`src/rtl/lcd_bus_if.sv`:
```
// Parallel HD44780 write bus (EN/RS/RW/data) between an LCD driver and the bus responder.
interface lcd_bus_if;
  logic       EN_in;
  logic       RS_in;
  logic       RW_in;
  logic [7:0] data_in;

  modport master (output EN_in, RS_in, RW_in, data_in);
  modport slave  (input  EN_in, RS_in, RW_in, data_in);
endinterface

```
`src/rtl/lcd_bus_responder.sv`:
```
// HD44780-compatible write-bus responder: DDRAM shadow, address counter, display state,
// busy timing and sticky protocol-violation flags.
module lcd_bus_responder #(
  parameter int unsigned BUSY_CYCLES       = 2000,
  parameter int unsigned CLEAR_BUSY_CYCLES = 82000,
  parameter int unsigned MIN_EN_HIGH       = 12
) (
  input  logic        clk,
  input  logic        rst_n,
  lcd_bus_if.slave    bus,
  input  logic [6:0]  rd_addr,
  output logic [7:0]  rd_data,
  output logic [6:0]  ac,
  output logic        disp_on,
  output logic        cursor_on,
  output logic        blink_on,
  output logic        inc_mode,
  output logic        shift_mode,
  output logic        two_line,
  output logic [5:0]  disp_shift,
  output logic        cmd_strobe,
  output logic        data_strobe,
  output logic [7:0]  last_byte,
  output logic        busy,
  output logic        busy_violation,
  output logic        rw_error,
  output logic        short_pulse
);

  localparam int unsigned MAX_BUSY = (CLEAR_BUSY_CYCLES > BUSY_CYCLES) ? CLEAR_BUSY_CYCLES
                                                                      : BUSY_CYCLES;
  localparam int CW = $clog2(MAX_BUSY + 1);
  localparam int HW = $clog2(MIN_EN_HIGH + 1);
  localparam logic [CW-1:0] BUSY_LOAD  = CW'(BUSY_CYCLES - 1);
  localparam logic [CW-1:0] CLEAR_LOAD = CW'(CLEAR_BUSY_CYCLES - 1);
  localparam logic [HW-1:0] HIGH_MIN   = HW'(MIN_EN_HIGH);

  typedef enum logic [1:0] {S_IDLE, S_EXEC, S_BUSY} state_t;

  // Address-counter stepping and folding under the current line mode.
  function automatic logic [6:0] ac_inc(input logic [6:0] a, input logic tl);
    if (tl) return (a == 7'h27) ? 7'h40 : (a == 7'h67) ? 7'h00 : a + 7'd1;
    return (a == 7'h4F) ? 7'h00 : a + 7'd1;
  endfunction

  function automatic logic [6:0] ac_dec(input logic [6:0] a, input logic tl);
    if (tl) return (a == 7'h00) ? 7'h67 : (a == 7'h40) ? 7'h27 : a - 7'd1;
    return (a == 7'h00) ? 7'h4F : a - 7'd1;
  endfunction

  function automatic logic [6:0] ac_fold(input logic [6:0] a, input logic tl);
    if (tl) begin
      if (a >= 7'h28 && a < 7'h40) return 7'h40;
      if (a >= 7'h68)              return 7'h00;
      return a;
    end
    return (a >= 7'h50) ? 7'h00 : a;
  endfunction

  // {valid, line*40 + column} for a DDRAM address.
  function automatic logic [7:0] map_idx(input logic [6:0] a, input logic tl);
    if (tl) begin
      if (a < 7'h28)               return {1'b1, a};
      if (a >= 7'h40 && a < 7'h68) return {1'b1, a - 7'd24};
      return 8'h00;
    end
    return (a < 7'h50) ? {1'b1, a} : 8'h00;
  endfunction

  function automatic logic [5:0] ds_inc(input logic [5:0] d);
    return (d == 6'd39) ? 6'd0 : d + 6'd1;
  endfunction

  function automatic logic [5:0] ds_dec(input logic [5:0] d);
    return (d == 6'd0) ? 6'd39 : d - 6'd1;
  endfunction

  state_t          r_state;
  logic [10:0]     r_sync1, r_sync2;
  logic            r_en_prev;
  logic [HW-1:0]   r_high;
  logic [CW-1:0]   r_busy_cnt;
  logic            r_long;
  logic [7:0]      r_ddram [80];
  logic [6:0]      r_ac;
  logic            r_disp_on, r_cursor_on, r_blink_on;
  logic            r_inc_mode, r_shift_mode, r_two_line;
  logic [5:0]      r_disp_shift;
  logic            r_cmd_strobe, r_data_strobe;
  logic [7:0]      r_last_byte;
  logic            r_busy, r_busy_violation, r_rw_error, r_short_pulse;
  logic [7:0]      r_rd_data;

  logic            w_en, w_rs, w_rw, w_fall, w_short, w_accept;
  logic [7:0]      w_data, w_wr_map, w_rd_map;

  assign w_en     = r_sync2[10];
  assign w_rs     = r_sync2[9];
  assign w_rw     = r_sync2[8];
  assign w_data   = r_sync2[7:0];
  assign w_fall   = r_en_prev & ~w_en;
  assign w_short  = (r_high < HIGH_MIN);
  assign w_accept = w_fall & ~w_short & ~w_rw;
  assign w_wr_map = map_idx(r_ac, r_two_line);
  assign w_rd_map = map_idx(rd_addr, r_two_line);

  // NOTE: sequential state uses non-blocking assignments so every register samples pre-edge values.
  always_ff @(posedge clk or negedge rst_n) begin
    if (!rst_n) begin
      r_state          <= S_IDLE;
      r_sync1          <= '0;
      r_sync2          <= '0;
      r_en_prev        <= 1'b0;
      r_high           <= '0;
      r_busy_cnt       <= '0;
      r_long           <= 1'b0;
      // NOTE: the DDRAM shadow is a resettable register array because its 0x20 reset contents are observable.
      for (int i = 0; i < 80; i++) r_ddram[i] <= 8'h20;
      r_ac             <= '0;
      r_disp_on        <= 1'b0;
      r_cursor_on      <= 1'b0;
      r_blink_on       <= 1'b0;
      r_inc_mode       <= 1'b1;
      r_shift_mode     <= 1'b0;
      r_two_line       <= 1'b0;
      r_disp_shift     <= '0;
      r_cmd_strobe     <= 1'b0;
      r_data_strobe    <= 1'b0;
      r_last_byte      <= '0;
      r_busy           <= 1'b0;
      r_busy_violation <= 1'b0;
      r_rw_error       <= 1'b0;
      r_short_pulse    <= 1'b0;
    end else begin
      r_sync1       <= {bus.EN_in, bus.RS_in, bus.RW_in, bus.data_in};
      r_sync2       <= r_sync1;
      r_en_prev     <= w_en;
      r_high        <= w_en ? ((r_high == HIGH_MIN) ? r_high : r_high + HW'(1)) : '0;
      r_cmd_strobe  <= 1'b0;
      r_data_strobe <= 1'b0;

      if (w_fall && w_short)          r_short_pulse <= 1'b1;
      if (w_fall && !w_short && w_rw) r_rw_error    <= 1'b1;

      case (r_state)
        S_EXEC: begin
          r_busy     <= 1'b1;
          r_busy_cnt <= r_long ? CLEAR_LOAD : BUSY_LOAD;
          r_state    <= S_BUSY;
        end
        S_BUSY: begin
          if (r_busy_cnt == '0) begin
            r_busy  <= 1'b0;
            r_state <= S_IDLE;
          end else begin
            r_busy_cnt <= r_busy_cnt - CW'(1);
          end
        end
        default: ;
      endcase

      // An accepted byte executes immediately; the EXEC cycle then (re)starts the busy timer.
      if (w_accept) begin
        if (r_busy || r_state == S_EXEC) r_busy_violation <= 1'b1;
        r_state     <= S_EXEC;
        r_last_byte <= w_data;
        r_long      <= !w_rs && (w_data == 8'h01 || w_data == 8'h02 || w_data == 8'h03);
        if (w_rs) begin
          r_data_strobe <= 1'b1;
          if (w_wr_map[7]) r_ddram[w_wr_map[6:0]] <= w_data;
          r_ac <= r_inc_mode ? ac_inc(r_ac, r_two_line) : ac_dec(r_ac, r_two_line);
          if (r_shift_mode) r_disp_shift <= r_inc_mode ? ds_inc(r_disp_shift) : ds_dec(r_disp_shift);
        end else begin
          r_cmd_strobe <= 1'b1;
          casez (w_data)
            8'b1???????: r_ac <= ac_fold(w_data[6:0], r_two_line);
            8'b01??????: ;
            8'b001?????: r_two_line <= w_data[3];
            8'b0001????: begin
              if (w_data[3]) r_disp_shift <= w_data[2] ? ds_dec(r_disp_shift) : ds_inc(r_disp_shift);
              else           r_ac <= w_data[2] ? ac_inc(r_ac, r_two_line) : ac_dec(r_ac, r_two_line);
            end
            8'b00001???: begin
              r_disp_on   <= w_data[2];
              r_cursor_on <= w_data[1];
              r_blink_on  <= w_data[0];
            end
            8'b000001??: begin
              r_inc_mode   <= w_data[1];
              r_shift_mode <= w_data[0];
            end
            8'b0000001?: begin
              r_ac         <= '0;
              r_disp_shift <= '0;
            end
            8'b00000001: begin
              for (int i = 0; i < 80; i++) r_ddram[i] <= 8'h20;
              r_ac         <= '0;
              r_disp_shift <= '0;
              r_inc_mode   <= 1'b1;
            end
            default: ;
          endcase
        end
      end
    end
  end

  always_ff @(posedge clk or negedge rst_n) begin
    if (!rst_n) r_rd_data <= 8'h20;
    else        r_rd_data <= w_rd_map[7] ? r_ddram[w_rd_map[6:0]] : 8'h20;
  end

  assign rd_data        = r_rd_data;
  assign ac             = r_ac;
  assign disp_on        = r_disp_on;
  assign cursor_on      = r_cursor_on;
  assign blink_on       = r_blink_on;
  assign inc_mode       = r_inc_mode;
  assign shift_mode     = r_shift_mode;
  assign two_line       = r_two_line;
  assign disp_shift     = r_disp_shift;
  assign cmd_strobe     = r_cmd_strobe;
  assign data_strobe    = r_data_strobe;
  assign last_byte      = r_last_byte;
  assign busy           = r_busy;
  assign busy_violation = r_busy_violation;
  assign rw_error       = r_rw_error;
  assign short_pulse    = r_short_pulse;

endmodule

```
`src/flat_wrapper.sv`:
```
// flat-port wrapper written by rule: the top's interface ports become plain ports
module lcd_bus_responder_flat 
#(
  parameter int unsigned BUSY_CYCLES       = 2000,
  parameter int unsigned CLEAR_BUSY_CYCLES = 82000,
  parameter int unsigned MIN_EN_HIGH       = 12
)
  (clk, rst_n, rd_addr, rd_data, ac, disp_on, cursor_on, blink_on, inc_mode, shift_mode, two_line, disp_shift, cmd_strobe, data_strobe, last_byte, busy, busy_violation, rw_error, short_pulse, bus_EN_in, bus_RS_in, bus_RW_in, bus_data_in);
  lcd_bus_if bus_i ();
  input  logic clk;
  input  logic rst_n;
  input  logic [6:0] rd_addr;
  output logic [7:0] rd_data;
  output logic [6:0] ac;
  output logic disp_on;
  output logic cursor_on;
  output logic blink_on;
  output logic inc_mode;
  output logic shift_mode;
  output logic two_line;
  output logic [5:0] disp_shift;
  output logic cmd_strobe;
  output logic data_strobe;
  output logic [7:0] last_byte;
  output logic busy;
  output logic busy_violation;
  output logic rw_error;
  output logic short_pulse;
  input wire logic [$bits(bus_i.EN_in)-1:0] bus_EN_in;
  input wire logic [$bits(bus_i.RS_in)-1:0] bus_RS_in;
  input wire logic [$bits(bus_i.RW_in)-1:0] bus_RW_in;
  input wire logic [$bits(bus_i.data_in)-1:0] bus_data_in;
  assign bus_i.EN_in = bus_EN_in;
  assign bus_i.RS_in = bus_RS_in;
  assign bus_i.RW_in = bus_RW_in;
  assign bus_i.data_in = bus_data_in;
  lcd_bus_responder #(.BUSY_CYCLES(BUSY_CYCLES), .CLEAR_BUSY_CYCLES(CLEAR_BUSY_CYCLES), .MIN_EN_HIGH(MIN_EN_HIGH)) u_core (.clk(clk), .rst_n(rst_n), .bus(bus_i), .rd_addr(rd_addr), .rd_data(rd_data), .ac(ac), .disp_on(disp_on), .cursor_on(cursor_on), .blink_on(blink_on), .inc_mode(inc_mode), .shift_mode(shift_mode), .two_line(two_line), .disp_shift(disp_shift), .cmd_strobe(cmd_strobe), .data_strobe(data_strobe), .last_byte(last_byte), .busy(busy), .busy_violation(busy_violation), .rw_error(rw_error), .short_pulse(short_pulse));
endmodule
```
`config.mk`:
```
export PLATFORM = sky130hd
export DESIGN_NAME = lcd_bus_responder_flat
export DESIGN_NICKNAME = d
export VERILOG_FILES = /design/src/rtl/lcd_bus_if.sv /design/src/rtl/lcd_bus_responder.sv /design/src/flat_wrapper.sv
export SDC_FILE = /design/constraint.sdc
export NUM_CORES = 1
export LEC_CHECK = 0
export CAP_MARGIN = 10
export CORE_ASPECT_RATIO = 0.75
export CORE_MARGIN = 5
export CORE_UTILIZATION = 40
export CTS_CLUSTER_DIAMETER = 60
export CTS_CLUSTER_SIZE = 16
export DETAILED_ROUTE_END_ITERATION = 12
export PLACE_DENSITY_LB_ADDON = 0.1
export SKIP_CTS_REPAIR_TIMING = 1
export SYNTH_ARGS = -nofsm -noshare
export SYNTH_HDL_FRONTEND = slang
export SYNTH_SLANG_ARGS = --single-unit
```
`constraint.sdc`:
```
create_clock -name clk -period 3.8 [get_ports clk]
set_input_delay 1.14 -clock clk [delete_from_list [all_inputs] [get_ports clk]]
set_output_delay 1.14 -clock clk [all_outputs]
set_load 0.005 [all_outputs]
```
==> reports/summary.txt, run 1 <==
Syn Inst Count: 3,177
Static Leak: 16.99 nW
Fmax: 265.1 MHz
Reg2Reg Depth: 9
Final Total Pwr: 0.01558 W
Power per Cell Area: 384.2 nW/um2
EDFF count, synth: 0
Setup crit end kind: flip-flop
Final ANT Viol Nets: 0
Post-synth cell types: 88
PortBufs: 60
HPWL after detailed placement: 86.72 mm
Final setup violation count: 0
NumNets Final: 3,338
Post-Syn Area per Cell: 11.06 um2
Synth top area share: 0.4601
Worst Tran Pin Value: 1206 ps
Core ar.: 87,390 um2
Critical path startpoint category: input port
Max Fanout on Critical Path: 7
Vias in the first global route: 28,220
Row cnt: 94
H-Tree Depth: 2
Die width: 352.2 um
Starting density of the core: 0.4020
Flops & latches, synth: 728
Via Count: 28,890
Dominant cells by area after synthesis: dfrtp_1 (46%), a22o_1 (9.0%), dfstp_2 (6.1%)
Syn nets: 3,213
Final WL: 130.9 mm
Clock sink count: 728
Cell with the most instances after synthesis: dfrtp_1
Reg-to-reg slack, setup: 330 ps
Fill count: 7,959
Reg2reg start: u_core.ac[3]
Worst Path Required: 4350 ps
Slew HR: 0.1749
Arrival time at the worst endpoint: 4320 ps
Clock Skew: 31.29 ps
Seq/Total Area, Yosys: 0.5215
Clk Latency, worst-skew pair: 660 ps
Total CTS buffers: 58
Final hold vios: 0
Die area: 93,920 um2
Vias per cell: 6.415
Synth cell count leaders: dfrtp_1 (646), a22o_1 (360), nand2_1 (277)
Antenna violations before repair: 0
Wire length per cell: 29.07 um
Global-route wire length before repair: 195.1 mm
Top Ports: 61
CTS root buffer: clkbuf_16
TritonCTS clock tree: done
Status: complete, no violations
Synthesized area: 35,130 um2
Antenna diodes: 0
Synth warnings: 0
Max-cap violation count: 0
Synth area leader: dfrtp_1
Reg-to-Reg End: u_core.r_ddram[391]
Kind of critical path: in2reg
Total GRT Usage: 0.2718
Async SR Flop Fraction: 1.000
Tmin final: 3773 ps
Clk buf depth: 3
Die height: 266.7 um
DRC viols: 0
Tcrit/Tclk final: 0.9928
DRT iter0 DRCs: 3,375
Worst VDD drop: 343.2 uV
Clock transition at path regs: 80 ps
GRT overflow: 0
Final core utilization: 0.4639
Prevailing post-synth register cell: dfrtp_1
Pre-antenna DRT Iters: 7
Hold crit path type: in2async
Placer congestion estimate: 0.9478
Share of layout cells above drive strength 1: 0.1755
Pins Over Slew Limit: 0
Largest net degree at the start of global routing: 110
Layout Area Growth over Synthesis: 15.40%
[layout by cell type (no fill, tap or decap), types with 33 or more instances in the layout]
| cell type | Yosys | final |
|---|---|---|
| nor3_1 | 45 | 45 |
| a31oi_1 | 37 | 36 |
| buf_4 | 4 | 222 |
| a22o_1 | 360 | 360 |
| o2bb2ai_1 | 199 | 199 |
| nand2_1 | 277 | 276 |
| inv_1 | 37 | 34 |
| dfrtp_1 | 646 | 645 |
| o21ai_0 | 93 | 93 |
| mux2_2 | 44 | 44 |
| buf_12 | 0 | 33 |
| a221oi_1 | 44 | 42 |
| a21oi_1 | 166 | 165 |
| o21ai_1 | 57 | 57 |
| dfstp_2 | 82 | 82 |
| a211oi_1 | 38 | 36 |
| clkbuf_16 | 0 | 60 |
| clkdlybuf4s50_1 | 0 | 56 |
| nor2_1 | 146 | 145 |
| mux2i_1 | 190 | 190 |
[power by group]
group / switching, W / internal [W] / leakage, nW
clock network: 0.00308 / 0.00308 / 0.881
registers: 0.000128 / 0.00786 / 9.77
logic: 0.000909 / 0.000519 / 6.34
total: 0.00412 / 0.0115 / 17.0
[critical path: stages]
cell and delay (ps):
clkdlybuf4s50_1 480, inv_2 120, ha_4 180, and3b_2 270, buf_4 190, a211oi_4 260
buf_12 190, mux4_1 580, a2111oi_2 370, buf_4 160, nor3_1 40, buf_4 180
o32a_1 150
[sequential cells by signal, summed over array words and instances, names as in the netlist, 2 cells and up]
register           count
u_core.r_high          4
u_core.r_busy_cnt     17
u_core.disp_shift      6
u_core.r_sync1        11
u_core.ac              7
u_core.r_sync2        11
u_core.rd_data         8
u_core.r_state         2
u_core.r_ddram       640
u_core.last_byte       8
[per-stage QoR]
stage / hold WS, ps / cell area [um2] / setup slack (ps) / std cells / setup TNS [ps]
after floorplan: 331.2 / 35130 / 200.8 / 3177 / 0
after global placement: 334.6 / 38510 / -1001 / 4390 / -7338
after detailed placement: 334.7 / 38510 / -1065 / 4390 / -7646
after CTS: 319.5 / 40340 / -377.2 / 4499 / -2161
after global routing: 345.6 / 40540 / -10.33 / 4503 / -14.92
final: 346.4 / 40540 / 27.23 / 4503 / 0
[cell type report]
class | count | area, um2 | share of cell area
timing repair buffer | 318 | 3004 | 0.07410
multi-input combinational | 2156 | 15800 | 0.3897
tap | 1152 | 1441 | 0.03555
sequential | 728 | 18320 | 0.4520
inverter | 40 | 150.1 | 0.003703
clock inverter | 17 | 183.9 | 0.004537
clock buffer | 92 | 1640 | 0.04046
[routing by layer]
metal,share of wire,track usage
met5,0,0
met1,0.48,0.4218
met2,0.42,0.3861
met3,0.083,0.05794
met4,0.023,0.06657
[cells by family (layout without fill, tap and decap cells)]
group | Yosys count | count (layout) | share of synthesized area
simple gates | 674 | 674 | 0.09406
xor+xnor | 18 | 18 | 0.004487
compound gates | 1195 | 1195 | 0.2585
mux | 253 | 253 | 0.08063
flops | 728 | 728 | 0.5215
fa+ha+maj | 16 | 16 | 0.005698
buf+inv | 293 | 467 | 0.03512
[how the worst max path moves through the flow]
stage	startpoint	end	slack, ps	cells after the start
after floorplan	rd_addr[3]	u_core.rd_data[4]	200	10
after global placement	rd_addr[3]	u_core.rd_data[3]	-1000	13
after detailed placement	rd_addr[3]	u_core.rd_data[4]	-1060	11
after CTS	rd_addr[3]	u_core.rd_data[4]	-380	11
after global routing	rd_addr[4]	u_core.rd_data[7]	-10	13
final	rd_addr[4]	u_core.rd_data[7]	30	13
No activity file was read; power rests on OpenSTA's default activity.
==> run 2, diff against run 1 <==
--- a/config.mk
+++ b/config.mk
@@ -12,6 +12,7 @@
 export CTS_CLUSTER_DIAMETER = 60
 export CTS_CLUSTER_SIZE = 16
 export DETAILED_ROUTE_END_ITERATION = 12
+export HOLD_SLACK_MARGIN = 0.06
 export PLACE_DENSITY_LB_ADDON = 0.1
 export SKIP_CTS_REPAIR_TIMING = 1
 export SYNTH_ARGS = -nofsm -noshare
==> results of run 2 <==
The final DEF is identical to that of run 1; final timing and power are the same.
